--- config.mk ---
export PLATFORM = sky130hd
export DESIGN_NAME = ipsxe_fft_pwr_peak
export DESIGN_NICKNAME = d
export VERILOG_FILES = /design/src/rtl/ipsxe_fft_pkg.sv /design/src/rtl/ipsxe_fft_pwr_calc.sv /design/src/rtl/ipsxe_fft_pwr_peak.sv
export SDC_FILE = /design/constraint.sdc
export NUM_CORES = 1
export LEC_CHECK = 0
export BUFFER_PORTS_ARGS = -buffer_cell sky130_fd_sc_hd__buf_2
export CAP_MARGIN = 30
export CORE_ASPECT_RATIO = 0.75
export CORE_MARGIN = 1.5
export CORE_UTILIZATION = 63
export CTS_BUF_LIST = sky130_fd_sc_hd__clkbuf_4 sky130_fd_sc_hd__clkbuf_8
export DETAILED_ROUTE_END_ITERATION = 8
export PLACE_DENSITY_LB_ADDON = 0.3
export SLEW_MARGIN = 20
export SYNTH_ARGS = -nofsm -noshare
export SYNTH_HDL_FRONTEND = slang
export SYNTH_SLANG_ARGS = --single-unit
--- constraint.sdc ---
create_clock -name i_aclk -period 6.45 [get_ports i_aclk]
set_input_delay 1.29 -clock i_aclk [delete_from_list [all_inputs] [get_ports i_aclk]]
set_output_delay 1.29 -clock i_aclk [all_outputs]
set_load 0.02 [all_outputs]
--- src/rtl/ipsxe_fft_pkg.sv ---
// Shared constants for the FFT result path: default widths, tuser/tdata field offsets
// and the peak-tracker state encoding.
package ipsxe_fft_pkg;

   localparam int unsigned FFT_LOG2_LEN     = 11;
   localparam int unsigned FFT_IN_WIDTH     = 12;
   localparam int unsigned FFT_LANE_WIDTH   = 16;
   localparam int unsigned FFT_USER_WIDTH   = 24;
   localparam int unsigned PEAK_MIN_BIN_DEF = 1;

   localparam int unsigned LANE_RE_LSB      = 0;
   localparam int unsigned TUSER_IDX_LSB    = 0;
   localparam int unsigned TUSER_EXP_LSB    = 16;
   localparam int unsigned TUSER_EXP_WIDTH  = 8;
   localparam int unsigned PWR_OUT_WIDTH    = 32;

   typedef enum logic {
      PK_IDLE = 1'b0,
      PK_ACC  = 1'b1
   } pk_state_e;

   // Significant bits of re^2+im^2: two squares of 2*w bits each plus one carry bit.
   function automatic int unsigned pwr_width(input int unsigned in_width);
      return 2 * in_width + 1;
   endfunction

endpackage

--- src/rtl/ipsxe_fft_pwr_calc.sv ---
// Three-stage |X|^2 pipeline: register operands, square both components, sum.
// Sideband (valid/last/user) travels alongside with the same delay; no beats are added or dropped.
module ipsxe_fft_pwr_calc
   import ipsxe_fft_pkg::*;
#(
   parameter int unsigned IN_WIDTH   = FFT_IN_WIDTH,
   parameter int unsigned LANE_WIDTH = FFT_LANE_WIDTH,
   parameter int unsigned USER_WIDTH = FFT_USER_WIDTH,
   localparam int unsigned PWR_W     = pwr_width(IN_WIDTH)
)(
   input  logic                    clk,
   input  logic                    rst,
   input  logic                    ce,
   input  logic                    tvalid,
   input  logic [2*LANE_WIDTH-1:0] tdata,
   input  logic                    tlast,
   input  logic [USER_WIDTH-1:0]   tuser,
   output logic                    pwr_valid,
   output logic [PWR_W-1:0]        pwr_data,
   output logic                    pwr_last,
   output logic [USER_WIDTH-1:0]   pwr_user
);

   localparam int unsigned PROD_W = 2 * IN_WIDTH;

   logic signed [PROD_W-1:0] re_s1;
   logic signed [PROD_W-1:0] im_s1;
   logic signed [PROD_W-1:0] re_sq_s2;
   logic signed [PROD_W-1:0] im_sq_s2;
   logic                     valid_s1;
   logic                     valid_s2;
   logic                     last_s1;
   logic                     last_s2;
   logic [USER_WIDTH-1:0]    user_s1;
   logic [USER_WIDTH-1:0]    user_s2;

   // Lane padding above each component carries no information.
   logic unused_lane_bits;
   assign unused_lane_bits = ^{tdata[LANE_WIDTH-1:IN_WIDTH],
                               tdata[2*LANE_WIDTH-1:LANE_WIDTH+IN_WIDTH]};

   // Operands are sign-extended to the product width so the squares never wrap.
   always_ff @(posedge clk) begin
      if (rst) begin
         valid_s1  <= 1'b0;
         last_s1   <= 1'b0;
         user_s1   <= '0;
         re_s1     <= '0;
         im_s1     <= '0;
         valid_s2  <= 1'b0;
         last_s2   <= 1'b0;
         user_s2   <= '0;
         re_sq_s2  <= '0;
         im_sq_s2  <= '0;
         pwr_valid <= 1'b0;
         pwr_last  <= 1'b0;
         pwr_user  <= '0;
         pwr_data  <= '0;
      end else if (ce) begin
         valid_s1  <= tvalid;
         last_s1   <= tlast;
         user_s1   <= tuser;
         re_s1     <= PROD_W'($signed(tdata[LANE_RE_LSB +: IN_WIDTH]));
         im_s1     <= PROD_W'($signed(tdata[LANE_WIDTH +: IN_WIDTH]));

         valid_s2  <= valid_s1;
         last_s2   <= last_s1;
         user_s2   <= user_s1;
         re_sq_s2  <= re_s1 * re_s1;
         im_sq_s2  <= im_s1 * im_s1;

         pwr_valid <= valid_s2;
         pwr_last  <= last_s2;
         pwr_user  <= user_s2;
         pwr_data  <= PWR_W'($unsigned(re_sq_s2)) + PWR_W'($unsigned(im_sq_s2));
      end
   end

endmodule

--- src/rtl/ipsxe_fft_pwr_peak.sv ---
// FFT result post-processing: |X|^2 stream plus per-frame strongest-bin report.
// The tracker watches the power pipeline output and reports one cycle after the frame's last beat.
module ipsxe_fft_pwr_peak
   import ipsxe_fft_pkg::*;
#(
   parameter int unsigned LOG2_FFT_LEN = FFT_LOG2_LEN,
   parameter int unsigned IN_WIDTH     = FFT_IN_WIDTH,
   parameter int unsigned LANE_WIDTH   = FFT_LANE_WIDTH,
   parameter int unsigned USER_WIDTH   = FFT_USER_WIDTH,
   parameter int unsigned PEAK_MIN_BIN = PEAK_MIN_BIN_DEF
)(
   input  logic                       i_aclk,
   input  logic                       i_areset,
   input  logic                       i_aclken,
   input  logic                       i_axi4s_data_tvalid,
   input  logic [2*LANE_WIDTH-1:0]    i_axi4s_data_tdata,
   input  logic                       i_axi4s_data_tlast,
   input  logic [USER_WIDTH-1:0]      i_axi4s_data_tuser,
   output logic                       o_pwr_tvalid,
   output logic [PWR_OUT_WIDTH-1:0]   o_pwr_tdata,
   output logic                       o_pwr_tlast,
   output logic [USER_WIDTH-1:0]      o_pwr_tuser,
   output logic                       o_peak_valid,
   output logic [LOG2_FFT_LEN-1:0]    o_peak_idx,
   output logic [PWR_OUT_WIDTH-1:0]   o_peak_pwr,
   output logic [TUSER_EXP_WIDTH-1:0] o_peak_exp,
   output logic                       o_frame_err
);

   localparam int unsigned PWR_W = pwr_width(IN_WIDTH);
   localparam logic [LOG2_FFT_LEN-1:0] MIN_IDX = LOG2_FFT_LEN'(PEAK_MIN_BIN);

   logic [PWR_W-1:0]           s3_pwr;
   logic [LOG2_FFT_LEN-1:0]    s3_idx;
   logic [TUSER_EXP_WIDTH-1:0] s3_exp;
   logic                       eligible;

   pk_state_e                  state;
   pk_state_e                  state_nxt;
   logic [LOG2_FFT_LEN-1:0]    best_idx;
   logic [LOG2_FFT_LEN-1:0]    best_idx_nxt;
   logic [PWR_W-1:0]           best_pwr;
   logic [PWR_W-1:0]           best_pwr_nxt;
   logic [TUSER_EXP_WIDTH-1:0] best_exp;
   logic [TUSER_EXP_WIDTH-1:0] best_exp_nxt;
   logic                       peak_valid_nxt;
   logic [LOG2_FFT_LEN-1:0]    peak_idx_nxt;
   logic [PWR_OUT_WIDTH-1:0]   peak_pwr_nxt;
   logic [TUSER_EXP_WIDTH-1:0] peak_exp_nxt;
   logic                       frame_err_nxt;

   ipsxe_fft_pwr_calc #(
      .IN_WIDTH   (IN_WIDTH),
      .LANE_WIDTH (LANE_WIDTH),
      .USER_WIDTH (USER_WIDTH)
   ) u_pwr_calc (
      .clk       (i_aclk),
      .rst       (i_areset),
      .ce        (i_aclken),
      .tvalid    (i_axi4s_data_tvalid),
      .tdata     (i_axi4s_data_tdata),
      .tlast     (i_axi4s_data_tlast),
      .tuser     (i_axi4s_data_tuser),
      .pwr_valid (o_pwr_tvalid),
      .pwr_data  (s3_pwr),
      .pwr_last  (o_pwr_tlast),
      .pwr_user  (o_pwr_tuser)
   );

   assign o_pwr_tdata = PWR_OUT_WIDTH'(s3_pwr);
   assign s3_idx      = o_pwr_tuser[TUSER_IDX_LSB +: LOG2_FFT_LEN];
   assign s3_exp      = o_pwr_tuser[TUSER_EXP_LSB +: TUSER_EXP_WIDTH];
   assign eligible    = (s3_idx >= MIN_IDX);

   // Tracker state, running best and registered report outputs.
   always_ff @(posedge i_aclk) begin
      if (i_areset) begin
         state        <= PK_IDLE;
         best_idx     <= '0;
         best_pwr     <= '0;
         best_exp     <= '0;
         o_peak_valid <= 1'b0;
         o_peak_idx   <= '0;
         o_peak_pwr   <= '0;
         o_peak_exp   <= '0;
         o_frame_err  <= 1'b0;
      end else if (i_aclken) begin
         state        <= state_nxt;
         best_idx     <= best_idx_nxt;
         best_pwr     <= best_pwr_nxt;
         best_exp     <= best_exp_nxt;
         o_peak_valid <= peak_valid_nxt;
         o_peak_idx   <= peak_idx_nxt;
         o_peak_pwr   <= peak_pwr_nxt;
         o_peak_exp   <= peak_exp_nxt;
         o_frame_err  <= frame_err_nxt;
      end
   end

   always_comb begin
      state_nxt      = state;
      best_idx_nxt   = best_idx;
      best_pwr_nxt   = best_pwr;
      best_exp_nxt   = best_exp;
      peak_valid_nxt = 1'b0;
      peak_idx_nxt   = o_peak_idx;
      peak_pwr_nxt   = o_peak_pwr;
      peak_exp_nxt   = o_peak_exp;
      frame_err_nxt  = 1'b0;

      if (o_pwr_tvalid) begin
         // Index 0 while accumulating means the previous tlast was lost: restart on this beat.
         if (state == PK_IDLE || s3_idx == '0) begin
            frame_err_nxt = (state == PK_ACC);
            best_exp_nxt  = s3_exp;
            if (eligible) begin
               best_idx_nxt = s3_idx;
               best_pwr_nxt = s3_pwr;
            end else begin
               best_idx_nxt = MIN_IDX;
               best_pwr_nxt = '0;
            end
         end else if (eligible && s3_pwr > best_pwr) begin
            best_idx_nxt = s3_idx;
            best_pwr_nxt = s3_pwr;
         end

         // The last beat is folded in before the report is taken.
         if (o_pwr_tlast) begin
            peak_valid_nxt = 1'b1;
            peak_idx_nxt   = best_idx_nxt;
            peak_pwr_nxt   = PWR_OUT_WIDTH'(best_pwr_nxt);
            peak_exp_nxt   = best_exp_nxt;
            state_nxt      = PK_IDLE;
         end else begin
            state_nxt      = PK_ACC;
         end
      end
   end

endmodule
==> impl_metrics.py <==
metrics = {
    "pwr": {
        "power_density_nw_per_um2": 208.6,
        "leakage_uw": 0.01151,
        "pwr-share-clk_pct": 36.1,
        "p_sw_uw": 1588,
        "internal-power_uw": 3232,
        "combPwrFrac_pct": 26.1,
        "p_total_uw": 4819,
        "seq_power_share_pct": 37.8,
        "switching_share_pct": 32.94,
        "peakVddDrop_v": 0.0002469,
    },
    "global_route": {
        "first_global_vias": 16603,
        "grt_max_degree": 96,
        "antenna_found_initial": 0,
        "grtUsageTotal_pct": 29.22,
        "grt_pass1_wl_mm": 81.36,
        "grt_overflow": 0,
    },
    "sta": {
        "hold_ws_ns": 0.4598,
        "relSlewSlack_pct": 42.40,
        "max_freq_mhz": 164.2,
        "setup_tns_ns": 0,
        "grt_setup_unrepaired": "no",
        "finClkSkew_ns": 0.03807,
        "post-route-period-util_pct": 94.41,
        "worst_slew_pin_slew_ns": 0.8638,
        "finalHoldViolCount": 0,
        "fin_crit_ns": 6.089,
        "setup_viol": 0,
        "slew_viol_final": 0,
    },
    "critical_path": {
        "r2r_end": "u_pwr_calc.im_sq_s2[23]",
        "required_ns": 6.91,
        "rrSetupSlack_ns": 0.36,
        "crit_chain": "inv_1, nor2_1, inv_1, fa_1, inv_1, fa_1, inv_1, fa_1, inv_1, fa_1, inv_1, fa_1, inv_1, ha_1, nor3_1, nand3_1, a311oi_1, o21ai_0, a31oi_1, nor3b_1, a211o_1",
        "end_kind": "flip-flop",
        "rr_worst_depth": 21,
        "cp_common_cell": "inv_1",
        "arrival_ns": 6.55,
        "crit_slowest_cell": "dfxtp_1",
        "critPathLaunchType": "flip-flop",
        "cp_max_fo": 13,
        "r2r_start": "u_pwr_calc.im_s1[4]",
        "max_stage_delay_ns": 0.68,
        "worst-setup-path-type": "flip-flop to flip-flop",
    },
    "placed_design": {
        "gp_congestion": 0.8872,
        "placed_cell_area_um2": 22050,
        "hpwl_mm": 36.16,
        "io_buffers": 149,
    },
    "layout": {
        "drive_gt1_share_pct": 11.27,
        "fin_nets": 2868,
        "regArea_um2": 5285,
        "n_antenna_cell": 0,
        "fillers": 2400,
        "layout_common_cells": "378 x inv_1, 264 x dfxtp_1, 248 x fa_1",
        "design_area_um2": 23100,
        "multiInputGateArea_um2": 13810,
        "syn_to_final_growth_pct": 10.08,
        "layout_commonest_cell": "inv_1",
    },
    "clock_tree": {
        "clkSinkCount": 264,
        "cts_buffer_depth": 3,
        "cts-buffers-inserted": 43,
        "postCtsSetupRepairBufs": 0,
        "cts-root-buf": "clkbuf_8",
        "cts_tree": "done",
        "cts_max_level": 2,
        "ctsResizeCount": 0,
        "insertion_delay_ns": 0.59,
        "hold_buffers": 0,
        "clk_pin_slew_worst_paths_ns": 0.07,
    },
    "synthesis": {
        "avgSynthCellArea_um2": 9.186,
        "yosysWarnings": 0,
        "synth_mux_area_share_pct": 6.826,
        "ys_seq_area_share_pct": 25.18,
        "yosys.area_share.simple_pct": 13.39,
        "ys_dominant_reg_cell": "dfxtp_1",
        "syn_inst": 2285,
        "synth_xor_area_share_pct": 2.295,
        "synth_top_family_by_area": "adder cells",
        "synthDistinctLibCells": 71,
        "synth_compound_area_share_pct": 9.800,
        "synthAdderAreaFrac_pct": 33.19,
        "syn-cell-area_um2": 20990,
        "synth_edf_count": 0,
        "synth.ff_latch_count": 264,
        "async_flop_share_pct": 0,
    },
    "worst_hold_path": {
        "hold_path.class": "flip-flop to flip-flop",
        "hold_start": "best_exp[1]",
        "holdPathEnd": "best_exp[1]",
        "min_path_cells": 2,
    },
    "die": {
        "die_area_um2": 34430,
        "initial_utilization_pct": 64.40,
        "coreArea_um2": 32590,
        "dieHeight_um": 161.1,
        "ioPinCount": 172,
        "die_x_um": 213.8,
        "rows": 57,
    },
    "detailed_routing": {
        "drt-total-wl_mm": 48.18,
        "drtAntennaViolNets": 0,
        "drcViolationCount": 0,
        "wire_per_inst_um": 16.77,
        "dr.pass1.iters": 5,
        "avgViaCountPerCell": 5.631,
        "num_vias": 16183,
        "drt_iter0_markers": 1138,
    },
    "run_status": {
        "run_status": "completed",
    },
    "job": {
        "maxCapViolations": 0,
    },
}
==> state kept, by name (all words and copies together) (netlist names) <==
signal and cells:
o_peak_valid 1, best_idx 11, u_pwr_calc.pwr_user 24, best_exp 8, u_pwr_calc.valid_s1 1, state 1, u_pwr_calc.im_sq_s2 23, u_pwr_calc.user_s2 24
u_pwr_calc.re_sq_s2 23, u_pwr_calc.pwr_data 25, u_pwr_calc.re_s1 12, u_pwr_calc.pwr_valid 1, u_pwr_calc.last_s2 1, u_pwr_calc.pwr_last 1, u_pwr_calc.last_s1 1, u_pwr_calc.user_s1 24
o_frame_err 1, o_peak_idx 11, o_peak_pwr 25, u_pwr_calc.im_s1 12, u_pwr_calc.valid_s2 1, o_peak_exp 8, best_pwr 25
==> area by class of cell <==
| type | instances | area share (%) |
|---|---|---|
| multi-input combinational | 1533 | 59.75 |
| sequential | 264 | 22.87 |
| inverter | 382 | 6.206 |
| timing repair buffer | 175 | 4.294 |
| clock buffer | 63 | 3.617 |
| tap | 442 | 2.394 |
| clock inverter | 15 | 0.8610 |
==> critical path: cells and delay by family, from the launching register on <==
kind / cells / cell delay [ns]
AO/OA/AOI/OAI: 4 / 1.29
adder cells (fa/ha/maj): 6 / 2.68
buffers and inverters: 7 / 0.54
flip-flops: 1 / 0.68
AND/OR/NAND/NOR: 4 / 0.74
==> metal layers <==
| metal | wire length [um] | GRT usage, % | part of all wire [%] | vias up |
|---|---|---|---|---|
| met4 | 823 | 6.402 | 1.7 | 0 |
| met1 | 21410 | 41.91 | 44 | 7956 |
| met3 | 3800 | 5.464 | 7.9 | 75 |
| met5 | 0 | 0 | 0 | - |
| met2 | 22150 | 46.21 | 46 | 541 |
| li1 | - | - | - | 7611 |
==> logic make-up (layout without fill, tap and decap cells) <==
kind of cell	after synthesis	in the layout
AND/OR/NAND/NOR	619	619
buffers and inverters	501	635
adder cells (fa/ha/maj)	408	408
AO/OA/AOI/OAI	294	294
flip-flops	264	264
multiplexers	143	143
XOR/XNOR	55	55
other	1	14
==> metrics by stage <==
step	worst slack (ns)	util (%)	cells
floorplan	1.146	-	2298
global placement	0.6420	67.53	2793
detailed placement	0.5252	67.65	2795
CTS	0.4549	70.83	2873
global route	0.02105	70.89	2874
finish	0.3606	70.89	2874
==> cells in the mapped netlist, drive strengths merged (11+ instances only) <==
library cell	count	share of area (%)
clkbuf	76	1.4
nor2	229	4.1
mux2i	142	6.8
xnor2	33	1.4
o211ai	31	1.1
o21a	11	0.39
inv	381	6.8
dfxtp	264	25
o21ai	60	1.5
a211oi	14	0.52
buf	43	1.1
fa	248	24
a31oi	20	0.60
a21o	25	0.89
nand3	19	0.45
nand4	32	0.95
and2	61	1.8
ha	160	9.5
a32o	26	1.2
a21oi	55	1.3
xor2	22	0.92
nor3	27	0.67
nand2	195	3.5
==> how the worst max path moves through the flow <==
stage	start	to	slack, ns	cells past startpoint
after floorplan	u_pwr_calc.re_s1[5]	u_pwr_calc.re_sq_s2[23]	1.15	21
after detailed placement	u_pwr_calc.im_s1[4]	u_pwr_calc.im_sq_s2[23]	0.53	21
after global placement	u_pwr_calc.im_s1[11]	u_pwr_calc.im_sq_s2[23]	0.64	18
final	u_pwr_calc.im_s1[4]	u_pwr_calc.im_sq_s2[23]	0.36	21
after CTS	u_pwr_calc.im_s1[4]	u_pwr_calc.im_sq_s2[23]	0.45	21
after global routing	u_pwr_calc.im_s1[4]	u_pwr_calc.im_sq_s2[23]	0.02	21
==> power by group through the flow <==
stage	registers [uW]	clock network [uW]	logic (uW)
after global placement	1850	0	1190
after CTS	1820	1750	1250
after floorplan	1820	0	950
after detailed placement	1850	0	1240
final	1820	1740	1260
after global routing	1830	1820	1420
Power figures use the tool's default switching activity.
